==> config.mk <==
export PLATFORM = sky130hd
export DESIGN_NAME = ddr3_reader
export DESIGN_NICKNAME = d
export VERILOG_FILES = /design/src/rtl/ddr3_pkg.sv /design/src/rtl/sync_fifo.sv /design/src/rtl/ddr3_reader.sv
export SDC_FILE = /design/constraint.sdc
export NUM_CORES = 1
export LEC_CHECK = 0
export CAP_MARGIN = 25
export CORE_MARGIN = 2
export CORE_UTILIZATION = 50
export CTS_BUF_LIST = sky130_fd_sc_hd__clkbuf_2
export DETAILED_ROUTE_END_ITERATION = 6
export PLACE_DENSITY = 0.86
export SYNTH_ARGS = -nofsm -noshare
export SYNTH_HDL_FRONTEND = slang
export SYNTH_SLANG_ARGS = --single-unit
==> constraint.sdc <==
create_clock -name ui_clk -period 3.8 [get_ports ui_clk]
set_input_delay 0.76 -clock ui_clk [delete_from_list [all_inputs] [get_ports ui_clk]]
set_output_delay 0.76 -clock ui_clk [all_outputs]
set_load 0.01 [all_outputs]
==> src/rtl/ddr3_pkg.sv <==
// Shared DDR3 definitions for the read and write paths.
//   CMD_READ / CMD_WRITE : MIG app_cmd encodings
//   state_e              : reader FSM state encoding
package ddr3_pkg;

    localparam logic [2:0] CMD_WRITE = 3'b000;
    localparam logic [2:0] CMD_READ  = 3'b001;

    typedef enum logic [1:0] {
        IDLE  = 2'd0,
        ISSUE = 2'd1,
        DRAIN = 2'd2
    } state_e;

endpackage

==> src/rtl/sync_fifo.sv <==
// Single-clock first-word-fall-through FIFO.
//   clk, rst      : clock, synchronous active-high reset (clears pointers)
//   wr_en, wdata  : push a word (dropped if full and no pop this cycle)
//   rd_en         : pop the head word (ignored when empty)
//   rdata         : current head word, valid whenever empty is low
//   empty         : no words stored
//   count         : number of words stored, 0 .. 2**ASIZE
module sync_fifo #(
    parameter int DSIZE = 16,
    parameter int ASIZE = 4
) (
    input  logic             clk,
    input  logic             rst,
    input  logic             wr_en,
    input  logic [DSIZE-1:0] wdata,
    input  logic             rd_en,
    output logic [DSIZE-1:0] rdata,
    output logic             empty,
    output logic [ASIZE:0]   count
);

    localparam int DEPTH = 1 << ASIZE;

    logic [DSIZE-1:0] mem_q [DEPTH];
    logic [ASIZE:0]   wptr_q, wptr_d;
    logic [ASIZE:0]   rptr_q, rptr_d;
    logic             full;
    logic             do_wr;
    logic             do_rd;

    // Pointers carry one extra wrap bit so full and empty are distinguishable.
    assign count = wptr_q - rptr_q;
    assign empty = (count == '0);
    assign full  = (count == (ASIZE+1)'(DEPTH));

    // At full, a simultaneous pop frees the slot the push lands in.
    assign do_rd = rd_en & ~empty;
    assign do_wr = wr_en & (~full | do_rd);

    assign rdata = mem_q[rptr_q[ASIZE-1:0]];

    always_comb begin
        wptr_d = wptr_q;
        rptr_d = rptr_q;
        if (do_wr) wptr_d = wptr_q + 1'b1;
        if (do_rd) rptr_d = rptr_q + 1'b1;
    end

    always_ff @(posedge clk) begin
        if (rst) begin
            wptr_q <= '0;
            rptr_q <= '0;
        end else begin
            wptr_q <= wptr_d;
            rptr_q <= rptr_d;
        end
    end

    always_ff @(posedge clk) begin
        if (do_wr) mem_q[wptr_q[ASIZE-1:0]] <= wdata;
    end

endmodule

==> src/rtl/ddr3_reader.sv <==
// Streams a block of DDR3 back out through the MIG app interface.
// On start, one read command is issued per app address from min to max
// inclusive; the low DW bits of each returned beat are queued in order and
// offered to the consumer.
//   ui_clk, rst                 : MIG user clock, synchronous active-high reset
//   start                       : 1-cycle pulse, latches min/max when idle
//   app_addr_rd_min/_max        : inclusive app address range
//   busy, done                  : transfer in progress / 1-cycle completion pulse
//   app_rdy, app_en, app_cmd,
//   app_addr                    : MIG command channel
//   app_rd_data(_valid)         : MIG read data return (cannot be stalled)
//   rd_data, rd_valid, rd_ready : output stream
//   state_dbg                   : current FSM state (ddr3_pkg::state_e encoding)
//
// Handshakes: a transfer happens on a cycle where valid and ready are both
// high at the rising edge. valid never waits for ready, and once valid is
// raised it and its payload stay unchanged until that transfer.
module ddr3_reader
    import ddr3_pkg::*;
#(
    parameter int ADDR_W     = 33,
    parameter int APP_DW     = 128,
    parameter int DW         = 16,
    parameter int FIFO_ASIZE = 4
) (
    input  logic              ui_clk,
    input  logic              rst,
    input  logic              start,
    input  logic [ADDR_W-1:0] app_addr_rd_min,
    input  logic [ADDR_W-1:0] app_addr_rd_max,
    output logic              busy,
    output logic              done,
    input  logic              app_rdy,
    output logic              app_en,
    output logic [2:0]        app_cmd,
    output logic [ADDR_W-1:0] app_addr,
    input  logic [APP_DW-1:0] app_rd_data,
    input  logic              app_rd_data_valid,
    output logic [DW-1:0]     rd_data,
    output logic              rd_valid,
    input  logic              rd_ready,
    output logic [1:0]        state_dbg
);

    localparam int DEPTH = 1 << FIFO_ASIZE;

    state_e                state_q, state_d;
    logic [ADDR_W-1:0]     addr_q, addr_d;
    logic [ADDR_W-1:0]     max_q, max_d;
    logic [FIFO_ASIZE:0]   outst_q, outst_d;
    logic                  done_q, done_d;

    logic [FIFO_ASIZE:0]   fifo_count;
    logic                  fifo_empty;
    logic [FIFO_ASIZE+1:0] credit_sum;
    logic                  credit_ok;
    logic                  accept;
    logic                  beat;
    logic                  done_now;
    logic                  unused_hi;

    // Only the low lane carries payload; the writer masks the rest.
    assign unused_hi = ^app_rd_data[APP_DW-1:DW];

    // Every issued-but-unreturned read owns a FIFO slot, so returning data
    // always fits. Without an accept this sum never grows, which keeps
    // app_en stable while the MIG stalls.
    assign credit_sum = {1'b0, outst_q} + {1'b0, fifo_count};
    assign credit_ok  = (credit_sum < (FIFO_ASIZE+2)'(DEPTH));

    assign accept = app_en & app_rdy;
    // Beats arriving while idle belong to a transfer killed by reset.
    assign beat   = app_rd_data_valid & (state_q != IDLE);

    sync_fifo #(
        .DSIZE (DW),
        .ASIZE (FIFO_ASIZE)
    ) u_fifo (
        .clk   (ui_clk),
        .rst   (rst),
        .wr_en (beat),
        .wdata (app_rd_data[DW-1:0]),
        .rd_en (rd_valid & rd_ready),
        .rdata (rd_data),
        .empty (fifo_empty),
        .count (fifo_count)
    );

    assign rd_valid  = ~fifo_empty;
    assign app_cmd   = CMD_READ;
    assign app_addr  = addr_q;
    assign busy      = (state_q != IDLE);
    assign done      = done_q | done_now;
    assign state_dbg = state_q;

    always_comb begin
        outst_d = outst_q;
        if (accept && !beat) begin
            outst_d = outst_q + 1'b1;
        end else if (beat && !accept && outst_q != '0) begin
            outst_d = outst_q - 1'b1;
        end
    end

    always_comb begin
        state_d  = state_q;
        addr_d   = addr_q;
        max_d    = max_q;
        done_d   = 1'b0;
        done_now = 1'b0;
        app_en   = 1'b0;
        unique case (state_q)
            IDLE: begin
                if (start) begin
                    addr_d = app_addr_rd_min;
                    max_d  = app_addr_rd_max;
                    // An empty range completes without touching the MIG.
                    if (app_addr_rd_min > app_addr_rd_max) done_d  = 1'b1;
                    else                                   state_d = ISSUE;
                end
            end
            ISSUE: begin
                app_en = credit_ok;
                if (accept) begin
                    // Compare before increment so max = all-ones cannot wrap.
                    if (addr_q == max_q) state_d = DRAIN;
                    else                 addr_d  = addr_q + 1'b1;
                end
            end
            DRAIN: begin
                if (outst_q == '0 && fifo_empty) begin
                    done_now = 1'b1;
                    state_d  = IDLE;
                end
            end
            default: state_d = IDLE;
        endcase
    end

    always_ff @(posedge ui_clk) begin
        if (rst) begin
            state_q <= IDLE;
            addr_q  <= '0;
            max_q   <= '0;
            outst_q <= '0;
            done_q  <= 1'b0;
        end else begin
            state_q <= state_d;
            addr_q  <= addr_d;
            max_q   <= max_d;
            outst_q <= outst_d;
            done_q  <= done_d;
        end
    end

endmodule

==> results of run 1 <==
-- metal layers --
metal / global-route usage / vias to the layer above
met1: 0.295 / 5311
met3: 0.0564 / 100
li1: - / 4894
met5: 0 / -
met2: 0.420 / 569
met4: 0.0977 / 0
-- per-stage QoR --
| stage | worst slack (ns) | setup TNS, ns | cells |
|---|---|---|---|
| 2_1_floorplan | 0.0507 | 0 | 1133 |
| 3_3_place_gp | 0.111 | 0 | 1658 |
| 3_5_place_dp | 0.0721 | 0 | 1658 |
| 4_1_cts | -0.167 | -0.260 | 1824 |
| 5_1_grt | -0.285 | -0.855 | 1831 |
| 6_report | -0.119 | -0.224 | 1831 |
-- worst max path at each step --
stage	from	to	cells past startpoint
2_1_floorplan	u_fifo.wptr_q[0]	outst_q[4]	18
3_3_place_gp	u_fifo.wptr_q[0]	outst_q[4]	18
3_5_place_dp	u_fifo.wptr_q[0]	outst_q[4]	18
4_1_cts	u_fifo.wptr_q[0]	app_en	13
5_1_grt	u_fifo.wptr_q[0]	done	13
6_report	u_fifo.wptr_q[0]	done	13
-- state kept, by name, indices dropped and copies added, names as in the netlist, named ones only --
| signal | flops |
|---|---|
| u_fifo.mem_q | 256 |
| app_addr | 33 |
| max_q | 33 |
| outst_q | 5 |
| u_fifo.rptr_q | 5 |
| u_fifo.wptr_q | 5 |
| state_dbg | 2 |
| done_q | 1 |
-- cells by family (layout without fill, tap and decap cells) --
group / count (synthesis) / count (layout) / share of synthesized area
multiplexers: 91 / 91 / 0.123
flip-flops: 344 / 344 / 0.604
buffers and inverters: 110 / 411 / 0.0282
XOR/XNOR: 40 / 40 / 0.0224
AO/OA/AOI/OAI: 208 / 208 / 0.0887
other: 2 / 4 / 0.000480
AND/OR/NAND/NOR: 285 / 285 / 0.0910
adder cells (fa/ha/maj): 52 / 52 / 0.0426
-- layout by cell type (no fill, tap or decap), drive strengths merged, types with 5 or more instances in the layout --
cell type      instances
xnor2                 20
a31oi                  8
nor3                  17
a21o                   7
o311ai                10
o31ai                 16
mux2i                  6
mux4                  80
dlygate4sd2           16
edfxtp               256
a21oi                 81
buf                   74
nand3                 17
ha                    50
clkinv                25
clkbuf               122
and3                  19
a311oi                 6
dfxtp                 88
nor2b                 10
o31a                   5
o221a                  7
xor2                  20
or3                    6
nand4                 16
inv                   50
mux2                   5
nor2                  47
o21ai                 31
o211ai                 8
nor4                  12
clkdlybuf4s50        122
and2                   9
nand2                117
-- layout make-up --
class,instances,area share
Antenna cell,1,0.000133
Timing Repair Buffer,212,0.110
Multi-Input combinational cell,679,0.311
Inverter,45,0.00895
Clock buffer,122,0.0324
Clock inverter,32,0.00995
Tap cell,396,0.0263
Sequential cell,344,0.501
-- power by group through the flow --
| stage | Clock, W | Sequential (W) | Combinational (W) |
|---|---|---|---|
| after floorplan | 0 | 0.00438 | 0.00171 |
| after global placement | 0 | 0.00446 | 0.00257 |
| after detailed placement | 0 | 0.00447 | 0.00265 |
| after CTS | 0.00252 | 0.00433 | 0.00289 |
| after global routing | 0.00272 | 0.00436 | 0.00319 |
| final | 0.00245 | 0.00434 | 0.00299 |
-- critical path, cell delays in order (launching register included) --
cell      delay (ns)
dfxtp_2         0.33
inv_2           0.08
ha_4            0.14
inv_2           0.04
fa_2            0.34
a21o_1          0.18
a21oi_2         0.15
xor2_1          0.19
inv_1           0.12
buf_6           0.13
a211oi_4        0.24
buf_4           0.15
a31o_4          0.15
buf_6           0.10
-- what timing repair did --
item | CTS | global route
gates cloned | 1 | 0
buffers inserted | 12 | 4
setup endpoints to repair | 19 | 6
gates resized for setup | 46 | 8
pin swaps | 4 | 8
==> flow_metrics.tcl, run 1 <==
set metrics [dict create \
    syn_area_per_cell_um2 13.8 \
    fillCellCount 2234 \
    hold_depth 3 \
    cp.arrival_ns 3.16 \
    peakVddDrop_v 0.000251 \
    critPathMaxFanout 2 \
    hold_viol 0 \
    violations "DRC, setup timing" \
    drt_wl_total_um 40200 \
    worstHoldPathType "primary input to flip-flop" \
    synth_common_cells "edfxtp_1, nand2_1, dfxtp_1" \
    p_comb_frac 0.306 \
    p_int_w 0.00674 \
    clk_pin_slew_worst_paths_ns 0.10 \
    grt_max_degree 87 \
    min_period_over_period 1.03 \
    yosys_warnings 0 \
    final_nets 1619 \
    power_leakage_nw 6.80 \
    clk_latency_ns 0.88 \
    finalMaxSlewViolations 0 \
    synthArstFlopShare 0 \
    coreArea_um2 30700 \
    critPathCaptureType "output port" \
    rsz0062_at_grt "true" \
    drt_iter0_drc 1267 \
    switching_share 0.311 \
    initial_utilization 0.510 \
    vias_per_cell 5.94 \
    crit_path_start_kind "flip-flop" \
    yosysUniqueCellTypes 73 \
    power.total_w 0.00979 \
    vias 10874 \
    met1_length_um 15000 \
    die_x_um 181 \
    grt_first_pass_wirelength_um 61400 \
    synth-seq-cells 344 \
    grt-ovfl-total 0 \
    maxSlewHeadroom 0.332 \
    synth_area_um2 15600 \
    register_area_um2 9460 \
    final_design_area_no_fill_um2 18900 \
    min_period_ns 3.92 \
    rr_worst_depth 19 \
    dpl-instance-area_um2 17800 \
    power.switching_w 0.00305 \
    synth-main-ff-cell "edfxtp_1" \
    yosysSeqAreaShare 0.604 \
    hold_buffers 0 \
    top_layer "met4" \
    power_density_nw_per_um2 519 \
    wl_per_cell_um 22.0 \
    globalplace.congestion 0.918 \
    fin_hold_ws_ns 0.447 \
    clock-sinks 344 \
    wl_met3_um 3440 \
    utilization 0.615 \
    yosys.area.top_type "edfxtp_1" \
    synthCells 1132 \
    synthTopCellsByArea "edfxtp_1, mux4_2, dfxtp_1" \
    min_to "max_q[5]" \
    seqPwrFrac 0.443 \
    die_h_um 181 \
    cts_tree "built" \
    worstHoldStart "app_addr_rd_max[5]" \
    synth_top_area_share 0.491 \
    cp_data_required_time_ns 3.04 \
    multiInputGateArea_um2 5870 \
    maxCapViolCount 0 \
    clockRootBuffer "clkbuf_2" \
    ant_nets 0 \
    wl_met2_um 20500 \
    drive_above_1_share 0.233 \
    dp_hpwl_um 25200 \
    worstReg2RegStart "u_fifo.wptr_q[0]" \
    max_freq_mhz 255 \
    grt.total_usage 0.243 \
    r2r_setup_slack_ns 0.06 \
    post-route-drc-count 2 \
    die-area_um2 32700 \
    fin_ws_ns -0.119 \
    grt_pass1_vias 11150 \
    status "finished, violations left" \
    setup_viol 3 \
    yosysMostFrequentCell "edfxtp_1" \
    io_pins 258 \
    rows 64 \
    timing.rr.end "outst_q[4]" \
    pwr-share-clk 0.251 \
    syn2layout_area_growth_pct 20.6 \
    skew_ns 0.0732 \
    tightestPinTransition_ns 1.00 \
    drt-pass1-iter-count 7 \
    portBuffers 142 \
    grt_antenna_before_repair 1 \
    crit_type "flip-flop to output port" \
    synth_edf_count 256 \
    cts_made_buffers 85 \
    clock_path_buffers 3 \
    htree_levels 3 \
]
(Power assumes the default switching activity.)
==> inputs of run 2 (changes only) <==
--- a/config.mk
+++ b/config.mk
@@ -5,11 +5,12 @@
 export SDC_FILE = /design/constraint.sdc
 export NUM_CORES = 1
 export LEC_CHECK = 0
-export CAP_MARGIN = 25
+export CAP_MARGIN = 0
 export CORE_MARGIN = 2
 export CORE_UTILIZATION = 50
 export CTS_BUF_LIST = sky130_fd_sc_hd__clkbuf_2
 export DETAILED_ROUTE_END_ITERATION = 6
+export GPL_ROUTABILITY_DRIVEN = 0
 export PLACE_DENSITY = 0.86
 export SYNTH_ARGS = -nofsm -noshare
 export SYNTH_HDL_FRONTEND = slang
==> run 2 against run 1 <==
The flow finishes with violations (setup timing). Largest cell class unchanged. Combinational power shrank 2%. Total power shrank 1.3%. Hold slack is essentially flat. Non-clock buffer count shrank 8. Maximum frequency grew 1.3%. Die area is the same. Critical path type unchanged. Register-to-register slack lost 0.06 ns. Critical endpoint is now app_en. Clock power shrank 2%. Wire length shrank 1.9%. Sequential power is essentially flat.
==> flow_metrics.tcl, run 2 (synthesis results as in run 1) <==
set metrics [dict create \
    status "finished, violations left" \
    violations "setup timing" \
    die-area_um2 32700 \
    dp_hpwl_um 24500 \
    r2r_setup_slack_ns 0 \
    post-route-drc-count 0 \
    dpl-instance-area_um2 17800 \
    fin_cells 1820 \
    peakVddDrop_v 0.000254 \
    syn2layout_area_growth_pct 19.8 \
    max_freq_mhz 258 \
    cp_data_required_time_ns 3.04 \
    finalMaxSlewViolations 0 \
    worstHoldPathType "primary input to flip-flop" \
    clk_pin_slew_worst_paths_ns 0.10 \
    crit_path_start_kind "flip-flop" \
    rows 64 \
    grt_antenna_before_repair 2 \
    cts_made_buffers 83 \
    skew_ns 0.0942 \
    hold_viol 0 \
    worstHoldStart "app_addr_rd_max[21]" \
    fin_setup_tns_ns -0.143 \
    min_to "max_q[21]" \
    vias_per_cell 6.03 \
    coreArea_um2 30700 \
    critPathMaxFanout 2 \
    io_pins 258 \
    crit_type "flip-flop to output port" \
    drt-pass1-iter-count 5 \
    power_leakage_nw 6.73 \
    power_density_nw_per_um2 515 \
    final_common_cell "edfxtp_1" \
    final_nets 1609 \
    critPathCaptureType "output port" \
    cp.arrival_ns 3.11 \
    dpl.cell_count 1657 \
    register_area_um2 9460 \
    dp_slack_ns 0.00436 \
    portBuffers 142 \
    vias 10967 \
    die_x_um 181 \
    die_h_um 181 \
    htree_levels 3 \
    min_period_ns 3.87 \
    worstReg2RegStart "u_fifo.wptr_q[0]" \
    grt_max_degree 87 \
    final_design_area_no_fill_um2 18700 \
    fillCellCount 2231 \
    ant_nets 0 \
    clock_path_buffers 3 \
    clockRootBuffer "clkbuf_2" \
    hold_depth 3 \
    final_cell_mix "edfxtp_1, clkbuf_2, clkdlybuf4s50_1" \
    tightestPinTransition_ns 1.17 \
    rsz0062_at_grt "true" \
    drt_iter0_drc 1276 \
    clock-sinks 344 \
    wl_per_cell_um 21.7 \
    fin_ws_ns -0.0703 \
    maxCapViolCount 0 \
    clk_latency_ns 0.95 \
    setup_viol 3 \
    grt_first_pass_wirelength_um 59900 \
    hold_buffers 0 \
    largest_reg_flops 256 \
    grt_pass1_vias 10868 \
    rr_worst_depth 19 \
    cts_tree "built" \
    power.total_w 0.00966 \
    initial_utilization 0.510 \
    min_period_over_period 1.02 \
    timing.rr.end "outst_q[4]" \
    grt-ovfl-total 0 \
    multiInputGateArea_um2 5880 \
    drt_wl_total_um 39400 \
    drive_above_1_share 0.228 \
    grt.total_usage 0.238 \
    maxSlewHeadroom 0.221 \
]
==> run 2: changes by cell type in the layout (fill, tap and decap cells not counted), sizes merged, moves of 3 or more <==
cell	previous run	this run
clkdlybuf4s15	0	8
buf	74	65
dlygate4sd2	16	8
diode	1	4
clkinv	25	15
clkbuf	122	127
==> run 2: worst max path at each step <==
stage                 endpoint  cells past startpoint  slack (ns)              from
detailed placement  outst_q[4]                     18       0.004  u_fifo.wptr_q[0]
global route            app_en                     13       -0.29  u_fifo.wptr_q[0]
floorplan           outst_q[4]                     18        0.05  u_fifo.wptr_q[0]
global placement    outst_q[4]                     18        0.11  u_fifo.wptr_q[0]
CTS                     app_en                     13       -0.15  u_fifo.wptr_q[0]
finish                  app_en                     13       -0.07  u_fifo.wptr_q[0]
==> run 2: layout make-up <==
| class | count | share of cell area |
|---|---|---|
| repair buffers | 204 | 0.105 |
| multi-input cells | 679 | 0.314 |
| diodes | 4 | 0.000534 |
| inverters | 45 | 0.00901 |
| flip-flops and latches | 344 | 0.505 |
| clock inverters | 22 | 0.00648 |
| clock buffers | 126 | 0.0336 |
| well taps | 396 | 0.0264 |
==> run 2: stage by stage <==
| stage | hold slack [ns] | util |
|---|---|---|
| floorplan | 0.448 | - |
| global placement | 0.454 | 0.579 |
| detailed placement | 0.460 | 0.579 |
| CTS | 0.358 | 0.607 |
| global route | 0.344 | 0.611 |
| finish | 0.447 | 0.611 |
==> run 2: timing repair <==
action	CTS	global route
pin swaps	6	6
endpoints found under the hold margin	0	0
setup buffers	6	3
gates cloned	1	1
setup endpoints to repair	19	8
resized for setup	47	15
==> run 2: critical path, cell delays in order, from the launching register on <==
cell and delay [ns]:
dfxtp_2 0.34, inv_2 0.07, ha_4 0.13, inv_2 0.04, fa_2 0.38, a21o_1 0.19, a21oi_2 0.13, xor2_1 0.19
inv_1 0.12, ha_4 0.24, nor3_4 0.13, nand2_1 0.07, nor2_1 0.08, buf_2 0.14
==> run 2: metal layers <==
layer	part of all wire	wire, um	global-route usage
met4	0.037	1470	0.103
met1	0.37	14500	0.293
met5	0	0	0
met2	0.50	19900	0.400
met3	0.089	3530	0.0595
==> run 2: where the power goes <==
| part | total, W | internal [W] | switching [W] |
|---|---|---|---|
| Clock | 0.00239 | 0.000908 | 0.00148 |
| Combinational | 0.00292 | 0.00157 | 0.00135 |
| Sequential | 0.00436 | 0.00416 | 0.000193 |
| Total | 0.00966 | 0.00664 | 0.00301 |
